--- config.mk ---
export PLATFORM = sky130hd
export DESIGN_NAME = load_store_unit_flat
export DESIGN_NICKNAME = d
export VERILOG_FILES = /design/src/rtl/load_store_unit_if.sv /design/src/rtl/load_store_unit.sv /design/src/flat_wrapper.sv
export SDC_FILE = /design/constraint.sdc
export NUM_CORES = 1
export LEC_CHECK = 0
export BUFFER_PORTS_ARGS = -buffer_cell sky130_fd_sc_hd__clkbuf_2
export CAP_MARGIN = 25
export CORE_UTILIZATION = 49
export CTS_BUF_LIST = sky130_fd_sc_hd__clkbuf_8
export DETAILED_ROUTE_END_ITERATION = 10
export GPL_TIMING_DRIVEN = 0
export PLACE_DENSITY_LB_ADDON = 0.25
export SLEW_MARGIN = 20
export SYNTH_ARGS = -nofsm -noshare
export SYNTH_HDL_FRONTEND = slang
export SYNTH_SLANG_ARGS = --single-unit
--- constraint.sdc ---
create_clock -name clk_i -period 2.2 [get_ports clk_i]
set_input_delay 0 -clock clk_i [delete_from_list [all_inputs] [get_ports clk_i]]
set_output_delay 0 -clock clk_i [all_outputs]
set_load 0.005 [all_outputs]
--- src/rtl/load_store_unit_if.sv ---
// Pipeline request/response and data-memory signals of the load/store unit.
// The LSU takes the master modport; the pipeline and memory side take slave.
interface load_store_unit_if;
  logic        req_valid_i;
  logic        req_ready_o;
  logic        req_write_i;
  logic [1:0]  req_size_i;
  logic        req_unsigned_i;
  logic [31:0] req_addr_i;
  logic [31:0] req_wdata_i;
  logic        resp_valid_o;
  logic [31:0] resp_rdata_o;
  logic        resp_err_o;
  logic [31:0] mem_addr_o;
  logic [31:0] mem_data_o;
  logic        mem_read_o;
  logic        mem_write_o;
  logic [31:0] mem_data_i;

  modport master (
    input  req_valid_i, req_write_i, req_size_i, req_unsigned_i, req_addr_i, req_wdata_i,
    output req_ready_o, resp_valid_o, resp_rdata_o, resp_err_o,
    output mem_addr_o, mem_data_o, mem_read_o, mem_write_o,
    input  mem_data_i
  );

  modport slave (
    output req_valid_i, req_write_i, req_size_i, req_unsigned_i, req_addr_i, req_wdata_i,
    input  req_ready_o, resp_valid_o, resp_rdata_o, resp_err_o,
    input  mem_addr_o, mem_data_o, mem_read_o, mem_write_o,
    output mem_data_i
  );
endinterface

--- src/rtl/load_store_unit.sv ---
// Load/store unit: byte/half/word accesses onto a word-wide memory, sub-word stores by read-modify-write.
// Optional macro LSU_PERF_CNT_EN adds load_cnt_o/store_cnt_o completion counters.
module load_store_unit #(
  parameter int unsigned MEM_BYTES = 128
) (
  input  logic clk_i,
  input  logic rst_i,
  load_store_unit_if.master bus
`ifdef LSU_PERF_CNT_EN
  ,
  output logic [31:0] load_cnt_o,
  output logic [31:0] store_cnt_o
`endif
);
  typedef enum logic [2:0] {IDLE, LOAD, RMW_RD, STORE, DONE} state_t;

  state_t      state_q, state_d;
  logic [31:0] addr_q, addr_d, wdata_q, wdata_d;
  logic [1:0]  size_q, size_d;
  logic        write_q, write_d, unsigned_q, unsigned_d;
  logic        ready_d, resp_valid_d, resp_err_d, mem_read_d, mem_write_d;
  logic [31:0] resp_rdata_d, mem_addr_d, mem_data_d;
  logic [2:0]  req_bytes;
  logic [32:0] req_end;
  logic        req_err;
  logic [7:0]  lane_b;
  logic [15:0] lane_h;
  logic [31:0] load_ext, merged;

  // Request legality: size, alignment and range against the memory size
  always_comb begin
    req_bytes = 3'd0;
    case (bus.req_size_i)
      2'd0:    req_bytes = 3'd1;
      2'd1:    req_bytes = 3'd2;
      2'd2:    req_bytes = 3'd4;
      default: req_bytes = 3'd0;
    endcase
    req_end = {1'b0, bus.req_addr_i} + 33'(req_bytes);
    req_err = (bus.req_size_i == 2'd3)
           || ((bus.req_size_i == 2'd1) && bus.req_addr_i[0])
           || ((bus.req_size_i == 2'd2) && (bus.req_addr_i[1:0] != 2'b00))
           || (req_end > 33'(MEM_BYTES));
  end

  // Lane extraction for loads and lane merge for sub-word stores
  always_comb begin
    lane_b = 8'd0;
    merged = bus.mem_data_i;
    case (addr_q[1:0])
      2'd0:    lane_b = bus.mem_data_i[7:0];
      2'd1:    lane_b = bus.mem_data_i[15:8];
      2'd2:    lane_b = bus.mem_data_i[23:16];
      default: lane_b = bus.mem_data_i[31:24];
    endcase
    lane_h = addr_q[1] ? bus.mem_data_i[31:16] : bus.mem_data_i[15:0];
    case (size_q)
      2'd0:    load_ext = unsigned_q ? {24'd0, lane_b} : {{24{lane_b[7]}}, lane_b};
      2'd1:    load_ext = unsigned_q ? {16'd0, lane_h} : {{16{lane_h[15]}}, lane_h};
      default: load_ext = bus.mem_data_i;
    endcase
    if (size_q == 2'd0) begin
      case (addr_q[1:0])
        2'd0:    merged[7:0]   = wdata_q[7:0];
        2'd1:    merged[15:8]  = wdata_q[7:0];
        2'd2:    merged[23:16] = wdata_q[7:0];
        default: merged[31:24] = wdata_q[7:0];
      endcase
    end else if (addr_q[1]) begin
      merged[31:16] = wdata_q[15:0];
    end else begin
      merged[15:0] = wdata_q[15:0];
    end
  end

  // Next state; registered outputs are derived from the state being entered
  always_comb begin
    state_d      = state_q;
    addr_d       = addr_q;
    size_d       = size_q;
    write_d      = write_q;
    unsigned_d   = unsigned_q;
    wdata_d      = wdata_q;
    resp_rdata_d = bus.resp_rdata_o;
    resp_err_d   = bus.resp_err_o;
    mem_data_d   = 32'd0;
    case (state_q)
      IDLE: begin
        if (bus.req_valid_i) begin
          addr_d       = bus.req_addr_i;
          size_d       = bus.req_size_i;
          write_d      = bus.req_write_i;
          unsigned_d   = bus.req_unsigned_i;
          wdata_d      = bus.req_wdata_i;
          resp_rdata_d = 32'd0;
          resp_err_d   = req_err;
          if (req_err) begin
            state_d = DONE;
          end else if (!bus.req_write_i) begin
            state_d = LOAD;
          end else if (bus.req_size_i == 2'd2) begin
            state_d    = STORE;
            mem_data_d = bus.req_wdata_i;
          end else begin
            state_d = RMW_RD;
          end
        end
      end
      LOAD: begin
        resp_rdata_d = load_ext;
        state_d      = DONE;
      end
      RMW_RD: begin
        mem_data_d = merged;
        state_d    = STORE;
      end
      STORE:   state_d = DONE;
      DONE:    state_d = IDLE;
      default: state_d = IDLE;
    endcase
    ready_d      = (state_d == IDLE);
    resp_valid_d = (state_d == DONE);
    mem_read_d   = (state_d == LOAD) || (state_d == RMW_RD);
    mem_write_d  = (state_d == STORE);
    mem_addr_d   = (mem_read_d || mem_write_d) ? {addr_d[31:2], 2'b00} : 32'd0;
  end

  always_ff @(posedge clk_i) begin
    if (rst_i) begin
      state_q          <= IDLE;
      addr_q           <= 32'd0;
      size_q           <= 2'd0;
      write_q          <= 1'b0;
      unsigned_q       <= 1'b0;
      wdata_q          <= 32'd0;
      bus.req_ready_o  <= 1'b1;
      bus.resp_valid_o <= 1'b0;
      bus.resp_rdata_o <= 32'd0;
      bus.resp_err_o   <= 1'b0;
      bus.mem_read_o   <= 1'b0;
      bus.mem_write_o  <= 1'b0;
      bus.mem_addr_o   <= 32'd0;
      bus.mem_data_o   <= 32'd0;
    end else begin
      state_q          <= state_d;
      addr_q           <= addr_d;
      size_q           <= size_d;
      write_q          <= write_d;
      unsigned_q       <= unsigned_d;
      wdata_q          <= wdata_d;
      bus.req_ready_o  <= ready_d;
      bus.resp_valid_o <= resp_valid_d;
      bus.resp_rdata_o <= resp_rdata_d;
      bus.resp_err_o   <= resp_err_d;
      bus.mem_read_o   <= mem_read_d;
      bus.mem_write_o  <= mem_write_d;
      bus.mem_addr_o   <= mem_addr_d;
      bus.mem_data_o   <= mem_data_d;
    end
  end

`ifdef LSU_PERF_CNT_EN
  // Successful completions only; errors are counted by neither
  always_ff @(posedge clk_i) begin
    if (rst_i) begin
      load_cnt_o  <= 32'd0;
      store_cnt_o <= 32'd0;
    end else if ((state_q == DONE) && !bus.resp_err_o) begin
      if (write_q) store_cnt_o <= store_cnt_o + 32'd1;
      else         load_cnt_o  <= load_cnt_o + 32'd1;
    end
  end
`endif
endmodule

--- src/flat_wrapper.sv ---
// flat-port wrapper written by rule: the top's interface ports become plain ports
module load_store_unit_flat 
#(
  parameter int unsigned MEM_BYTES = 128
)
  (clk_i, rst_i, bus_req_valid_i, bus_req_write_i, bus_req_size_i, bus_req_unsigned_i, bus_req_addr_i, bus_req_wdata_i, bus_req_ready_o, bus_resp_valid_o, bus_resp_rdata_o, bus_resp_err_o, bus_mem_addr_o, bus_mem_data_o, bus_mem_read_o, bus_mem_write_o, bus_mem_data_i);
  load_store_unit_if bus_i ();
  input  logic clk_i;
  input  logic rst_i;
  input wire logic [$bits(bus_i.req_valid_i)-1:0] bus_req_valid_i;
  input wire logic [$bits(bus_i.req_write_i)-1:0] bus_req_write_i;
  input wire logic [$bits(bus_i.req_size_i)-1:0] bus_req_size_i;
  input wire logic [$bits(bus_i.req_unsigned_i)-1:0] bus_req_unsigned_i;
  input wire logic [$bits(bus_i.req_addr_i)-1:0] bus_req_addr_i;
  input wire logic [$bits(bus_i.req_wdata_i)-1:0] bus_req_wdata_i;
  output wire logic [$bits(bus_i.req_ready_o)-1:0] bus_req_ready_o;
  output wire logic [$bits(bus_i.resp_valid_o)-1:0] bus_resp_valid_o;
  output wire logic [$bits(bus_i.resp_rdata_o)-1:0] bus_resp_rdata_o;
  output wire logic [$bits(bus_i.resp_err_o)-1:0] bus_resp_err_o;
  output wire logic [$bits(bus_i.mem_addr_o)-1:0] bus_mem_addr_o;
  output wire logic [$bits(bus_i.mem_data_o)-1:0] bus_mem_data_o;
  output wire logic [$bits(bus_i.mem_read_o)-1:0] bus_mem_read_o;
  output wire logic [$bits(bus_i.mem_write_o)-1:0] bus_mem_write_o;
  input wire logic [$bits(bus_i.mem_data_i)-1:0] bus_mem_data_i;
  assign bus_i.req_valid_i = bus_req_valid_i;
  assign bus_i.req_write_i = bus_req_write_i;
  assign bus_i.req_size_i = bus_req_size_i;
  assign bus_i.req_unsigned_i = bus_req_unsigned_i;
  assign bus_i.req_addr_i = bus_req_addr_i;
  assign bus_i.req_wdata_i = bus_req_wdata_i;
  assign bus_req_ready_o = bus_i.req_ready_o;
  assign bus_resp_valid_o = bus_i.resp_valid_o;
  assign bus_resp_rdata_o = bus_i.resp_rdata_o;
  assign bus_resp_err_o = bus_i.resp_err_o;
  assign bus_mem_addr_o = bus_i.mem_addr_o;
  assign bus_mem_data_o = bus_i.mem_data_o;
  assign bus_mem_read_o = bus_i.mem_read_o;
  assign bus_mem_write_o = bus_i.mem_write_o;
  assign bus_i.mem_data_i = bus_mem_data_i;
  load_store_unit #(.MEM_BYTES(MEM_BYTES)) u_core (.clk_i(clk_i), .rst_i(rst_i), .bus(bus_i));
endmodule
# --- After elaboration in Yosys (flattened, before gate mapping) ---
# Cells that the tools add are included.
op_classes:
  n_reduce_logical: 19
  bitwise: 1
  n_eq_ne: 14
  order_cmp: 1
  mux: 27
  addsub: 1
op_table:
  columns: ["cell", "n"]
  rows:
  - ["two-way mux 32 bit", 10]
  - ["one-hot mux 32 bit (2 select lines)", 3]
  - ["two-way mux 16 bit", 3]
  - ["adder 32 x 3 -> 33 bit", 1]
  - ["> comparator 33 x 8 -> 1 bit (second input constant)", 1]
  - ["two-way mux 8 bit", 4]
  - ["one-hot mux 8 bit (3 select lines)", 1]
  - ["one-hot mux 3 bit (3 select lines)", 2]
  - ["== test 3 x 2 -> 1 bit (second input constant)", 4]
  - ["two-way mux 3 bit", 3]
  - ["== test 2 x 1 -> 1 bit (second input constant)", 3]
  - ["== test 2 bit (second input constant)", 3]
  - ["== test 3 x 1 -> 1 bit (second input constant)", 2]
  - ["zero test 2 bit", 3]
  - ["zero test 3 bit", 2]
  - ["logical OR 1 bit", 5]
  - ["AND reduction 2 bit", 2]
  - ["nonzero test 2 bit", 2]
  - ["OR reduction 2 bit", 2]
  - ["== test 3 bit (second input constant)", 1]
  - ["OR reduction 3 bit", 1]
  - ["logical AND 1 bit", 2]
  - ["inequality test 2 bit (second input constant)", 1]
  - ["two-way mux 1 bit", 1]
  - ["NOT 1 bit", 1]
word_totals:
  inputBits: 103
  output_inout_bits: 101
  word_cells: 78
  regBits: 155

# --- Depth between registers and ports, before layout ---
depth:
  ltp_word: 13
  mapped_depth: 12
  ltp_nobuf: 10

# --- Worst setup path after synthesis ---
# No wires, ideal clock.
synth_path:
  kind: "input to register"
  start: "input bus_req_size_i[0]"
  end: "register u_core.bus.mem_addr_o[2]"
  slack_ns: -0.083
  path_buffers: 1
  setup_ns: 0.068
  t_arrival_ns: 2.215
  cell_stages: 11
  required_ns: 2.132
  path_cell_list: "nor2_1 ha_1 fa_1 or4b_1 nand3_1 a21oi_1 nor4_1 o22a_1 nand4_4 buf_6 o2bb2ai_2"
synth_between:
  elab_chain_cells: 13
  elab_cells_between_ends: 24
  classes_between: "1 x add/sub; 1 x order compare; 6 x eq/ne; 6 x mux; 1 x bitwise; 9 x reduce/logical"
synth_lines:
  columns: ["item", "line", "text"]
  rows:
  - ["from (decl)", "flat_wrapper.sv:12", "input wire logic [$bits(bus_i.req_size_i)-1:0] bus_req_size_i;"]
  - ["== test 2 bit, or another cell as far along", "load_store_unit.sv:33, load_store_unit.sv:42, load_store_unit.sv:101", null]
  - ["one-hot mux 3 bit (3 select lines) or logical AND 1 bit (tied branches)", "load_store_unit.sv:33, load_store_unit.sv:41", null]
  - ["adder 32 x 3 -> 33 bit or logical OR 1 bit (tied branches)", "load_store_unit.sv:39, load_store_unit.sv:41", null]
  - ["> comparator 33 x 8 -> 1 bit or logical OR 1 bit (tied branches)", "load_store_unit.sv:43, load_store_unit.sv:42", null]
  - ["logical OR 1 bit", "load_store_unit.sv:43", "|| (req_end > 33'(MEM_BYTES));"]
  - ["two-way mux 3 bit (*)", "load_store_unit.sv:97", "if (req_err) begin"]
  - ["two-way mux 3 bit (*)", "load_store_unit.sv:89", "if (bus.req_valid_i) begin"]
  - ["one-hot mux 3 bit (3 select lines) (*)", "load_store_unit.sv:87", "case (state_q)"]
  - ["== test 3 x 1 -> 1 bit or == test 3 x 2 -> 1 bit (tied branches)", "load_store_unit.sv:123", "mem_read_d = (state_d == LOAD) || (state_d == RMW_RD);"]
  - ["logical OR 1 bit", "load_store_unit.sv:123", null]
  - ["logical OR 1 bit (*)", "load_store_unit.sv:125", "mem_addr_d = (mem_read_d || mem_write_d) ? {addr_d[31:2], 2'b00} : 32'd0;"]
  - ["NOT 1 bit (no line) (*)", null, null]
  - ["OR reduction 2 bit (no line) (*)", null, null]
  - ["to (signal assigned)", "load_store_unit.sv:157", "bus.mem_addr_o <= mem_addr_d;"]
  - ["to (decl)", "load_store_unit_if.sv:23", "output mem_addr_o, mem_data_o, mem_read_o, mem_write_o,"]
# Every way passes the cells marked *; elsewhere a longest branch is shown, timed or not.
# A chain may end at the register's enable or synchronous reset.

# --- Worst setup path after layout ---
layout_path:
  start: "input bus_req_addr_i[22]"
  end: "register u_core.bus.mem_data_o[8]"
layout_between:
  elab_chain_cells: 6
layout_lines:
  columns: ["item", "line", "text"]
  rows:
  - ["from (decl)", "flat_wrapper.sv:14", "input wire logic [$bits(bus_i.req_addr_i)-1:0] bus_req_addr_i;"]
  - ["adder 32 x 3 -> 33 bit", "load_store_unit.sv:39", "req_end = {1'b0, bus.req_addr_i} + 33'(req_bytes);"]
  - ["> comparator 33 x 8 -> 1 bit", "load_store_unit.sv:43", null]
  - ["logical OR 1 bit", "load_store_unit.sv:43", null]
  - ["two-way mux 32 bit", "load_store_unit.sv:97", null]
  - ["two-way mux 32 bit", "load_store_unit.sv:89", null]
  - ["one-hot mux 32 bit (2 select lines)", "load_store_unit.sv:87", null]
  - ["to (signal assigned)", "load_store_unit.sv:158", "bus.mem_data_o <= mem_data_d;"]
  - ["to (decl)", "load_store_unit_if.sv:23", null]
# Every way passes these cells.

==> flow_summary.ini <==
[placement]
hpwlAfterDp_mm = 18.73
placed_area_sq_um = 8513
dpl.cell_count = 1276
port_buffers = 195
gp_congestion = 0.9749
pre_cts_slack_ns = -0.7187

[yosys]
yosys_warnings = 0
yosysUniqueCellTypes = 69
synthTopCellsByArea = dfxtp_1, nand2_1, a21oi_1
synth_common_cells = nand2_1, dfxtp_1, a21oi_1
yosysMostFrequentCell = nand2_1
synth_edf_count = 0
netlist_area_sq_um = 7276
ys_async_sr_fraction = 0
ys.flop_type = dfxtp_1
seq_area_frac_synth = 0.4210
yosys.area.top_type_share = 0.4210
yosysTopAreaCell = dfxtp_1
syn_area_per_cell_sq_um = 8.129
synth-seq-cells = 153
synth_cells = 895

[clock_network]
clock_path_buffers = 2
ctsHtreeMaxLevel = 4
root_buffer = clkbuf_8
cts_tree = yes
clock_latency_ns = 0.47
clk_pin_slew_ns = 0.08
clock_sinks = 153
numCtsBuffers = 17

[pwr]
p_switching_mw = 1.731
internal-power_mw = 4.637
combPwrFrac = 0.148
netSwitchingFraction = 0.2718
max-vdd-ir-drop_mv = 0.3587
clkPwrFrac = 0.402
p_leak_nw = 4.318
pwr-share-seq = 0.450
power.density_nw_per_um2 = 609.0

[run_status]
status = finished clean

[floorplan]
fp-row-count = 44
core_area_sq_um = 14530
ios = 204
start_util = 0.5006
die_h_um = 123.9
die_width_um = 123.9
die_area_sq_um = 15340

[routing]
routedWlPerCell_um = 19.40
drt_pass1_iterations = 7
drc = 0
via_per_inst = 5.904
wl_mm = 27.70
drtIter0Drc = 805
antenna_left = 0
via_count = 8431

[grt]
grt_pass1_vias = 7801
grt_pass1_wl_mm = 40.23
grt_max_degree = 17
antenna_found_initial = 1
grt_usage = 0.3502
overflow = 0

[setup_path]
critPathLaunchType = input pin
worstPathMaxFanout = 7
cp-end-kind = register
critPathKind = input pin to register
arrival_ns = 2.58
cp.required_ns = 2.59

[sta]
max_slew_margin = 0.5080
period_needed_ns = 2.187
worstMarginPinSlew_ns = 0.7331
drv_slew = 0
tns_ns = 0
clock.fmax_ghz = 0.4573
fin_ws_ns = 0.01315
post-route-period-util = 0.9940
setup_viol = 0
holdWs_ns = 0.1175
finClkSkew_ns = 0.009396
hold_viol_final = 0

[finish]
nFillCells = 1125
nets = 1338
syn_to_final_growth_pct = 43.70
drive_above_1_share = 0.2958
final_cells = 1428
antenna_cells = 0
finalInstanceArea_sq_um = 10460

[worst_hold_path]
holdCritPathClass = input pin to register

[flow_run]
cap_violations = 0
==> per-stage QoR <==
stage	power [mW]	utilization
6_report	6.367	0.7194
3_5_place_dp	3.630	0.5857
2_1_floorplan	3.324	-
4_1_cts	6.282	0.6944
3_3_place_gp	3.623	0.5850
5_1_grt	6.571	0.7194
==> layer usage <==
layer / part of all wire / GRT usage
met2: 0.49 / 0.6094
met3: 0.077 / 0.07372
met1: 0.39 / 0.3992
met5: 0.00047 / 0
met4: 0.051 / 0.1898
==> flip-flops by register name, summed over array words and instances (netlist names) <==
register,flops
u_core.bus.mem_data_o,32
u_core.bus.mem_write_o,1
u_core.bus.mem_read_o,1
u_core.bus.resp_valid_o,1
u_core.bus.req_ready_o,1
u_core.bus.mem_addr_o,30
u_core.wdata_q,16
u_core.bus.resp_err_o,1
u_core.state_q,3
u_core.addr_q,32
u_core.size_q,2
u_core.bus.resp_rdata_o,32
u_core.unsigned_q,1
==> power by group through the flow <==
stage | registers [mW] | clock network, mW | logic, mW
after floorplan | 2.91 | 0 | 0.411
after global placement | 2.92 | 0 | 0.698
after detailed placement | 2.93 | 0 | 0.703
after CTS | 2.86 | 2.56 | 0.861
after global routing | 2.87 | 2.69 | 1.01
final | 2.87 | 2.56 | 0.944
==> critical path: stages <==
cell	delay, ns
dlygate4sd3_1	0.54
buf_4	0.16
nand2_2	0.08
or4_4	0.56
nor3_4	0.21
xnor2_2	0.16
o211a_1	0.22
buf_6	0.16
buf_8	0.13
nand4_1	0.13
o21ai_4	0.21
==> layout make-up <==
cell class / count / area [sq um] / share of cell area
clock inverters: 13 / 212.7 / 0.02034
inverters: 22 / 82.58 / 0.007899
flip-flops and latches: 153 / 3063 / 0.2930
repair buffers: 316 / 2218 / 0.2122
well taps: 184 / 230.2 / 0.02202
clock buffers: 19 / 261.5 / 0.02501
plain buffers: 69 / 432.9 / 0.04141
multi-input cells: 652 / 3954 / 0.3782
==> logic make-up after synthesis <==
family | Yosys count | share of synthesized area
simple gates | 343 | 0.2318
mux | 12 | 0.01874
compound gates | 282 | 0.2487
flops | 153 | 0.4210
xor+xnor | 8 | 0.009631
fa+ha+maj | 4 | 0.007911
other cells | 1 | 0.0005154
buf+inv | 92 | 0.06174
==> final timing paths <==
check,cells past startpoint,startpoint,endpoint,slack [ns]
worst max-delay path,11,bus_req_addr_i[22],u_core.bus.mem_data_o[8],0.01
worst min-delay path,5,bus_req_size_i[0],u_core.state_q[0],0.12
worst max register to register,5,u_core.size_q[1],u_core.bus.mem_data_o[15],0.13
worst min register to register,2,u_core.bus.resp_rdata_o[27],u_core.bus.resp_rdata_o[27],0.45
==> cells in the final DEF (no fill, tap or decap), drive strengths merged, types with 3 or more instances in the layout <==
master	netlist	final
a222oi	6	6
ha	3	3
a21o	3	3
o21a	4	4
inv	22	25
clkbuf	45	258
or4	4	4
o21ai	88	88
nand2	181	181
nand2b	3	3
dfxtp	153	153
o221a	7	7
dlygate4sd3	0	101
a31oi	11	11
nor3	14	14
o31ai	5	5
o2bb2ai	6	6
a221oi	8	8
nand4	51	52
and2	5	5
buf	25	45
clkinvlp	0	3
bufinv	0	5
nand3	16	16
xnor2	5	5
nor2	46	46
nor2b	3	3
a21oi	120	120
and3	3	3
o221ai	9	9
nor4	7	7
mux2	10	10
xor2	3	3
==> what timing repair did <==
action / 4_1_cts / 5_1_grt
gates cloned: 1 / 3
buffers inserted: 5 / 11
endpoints found under the hold margin: 139 / 2
endpoints found under the setup margin: 58 / 73
gates resized for setup: 17 / 64
pin swaps: 3 / 21
hold buffers: 99 / 2
No activity file was read; power rests on OpenSTA's default activity.
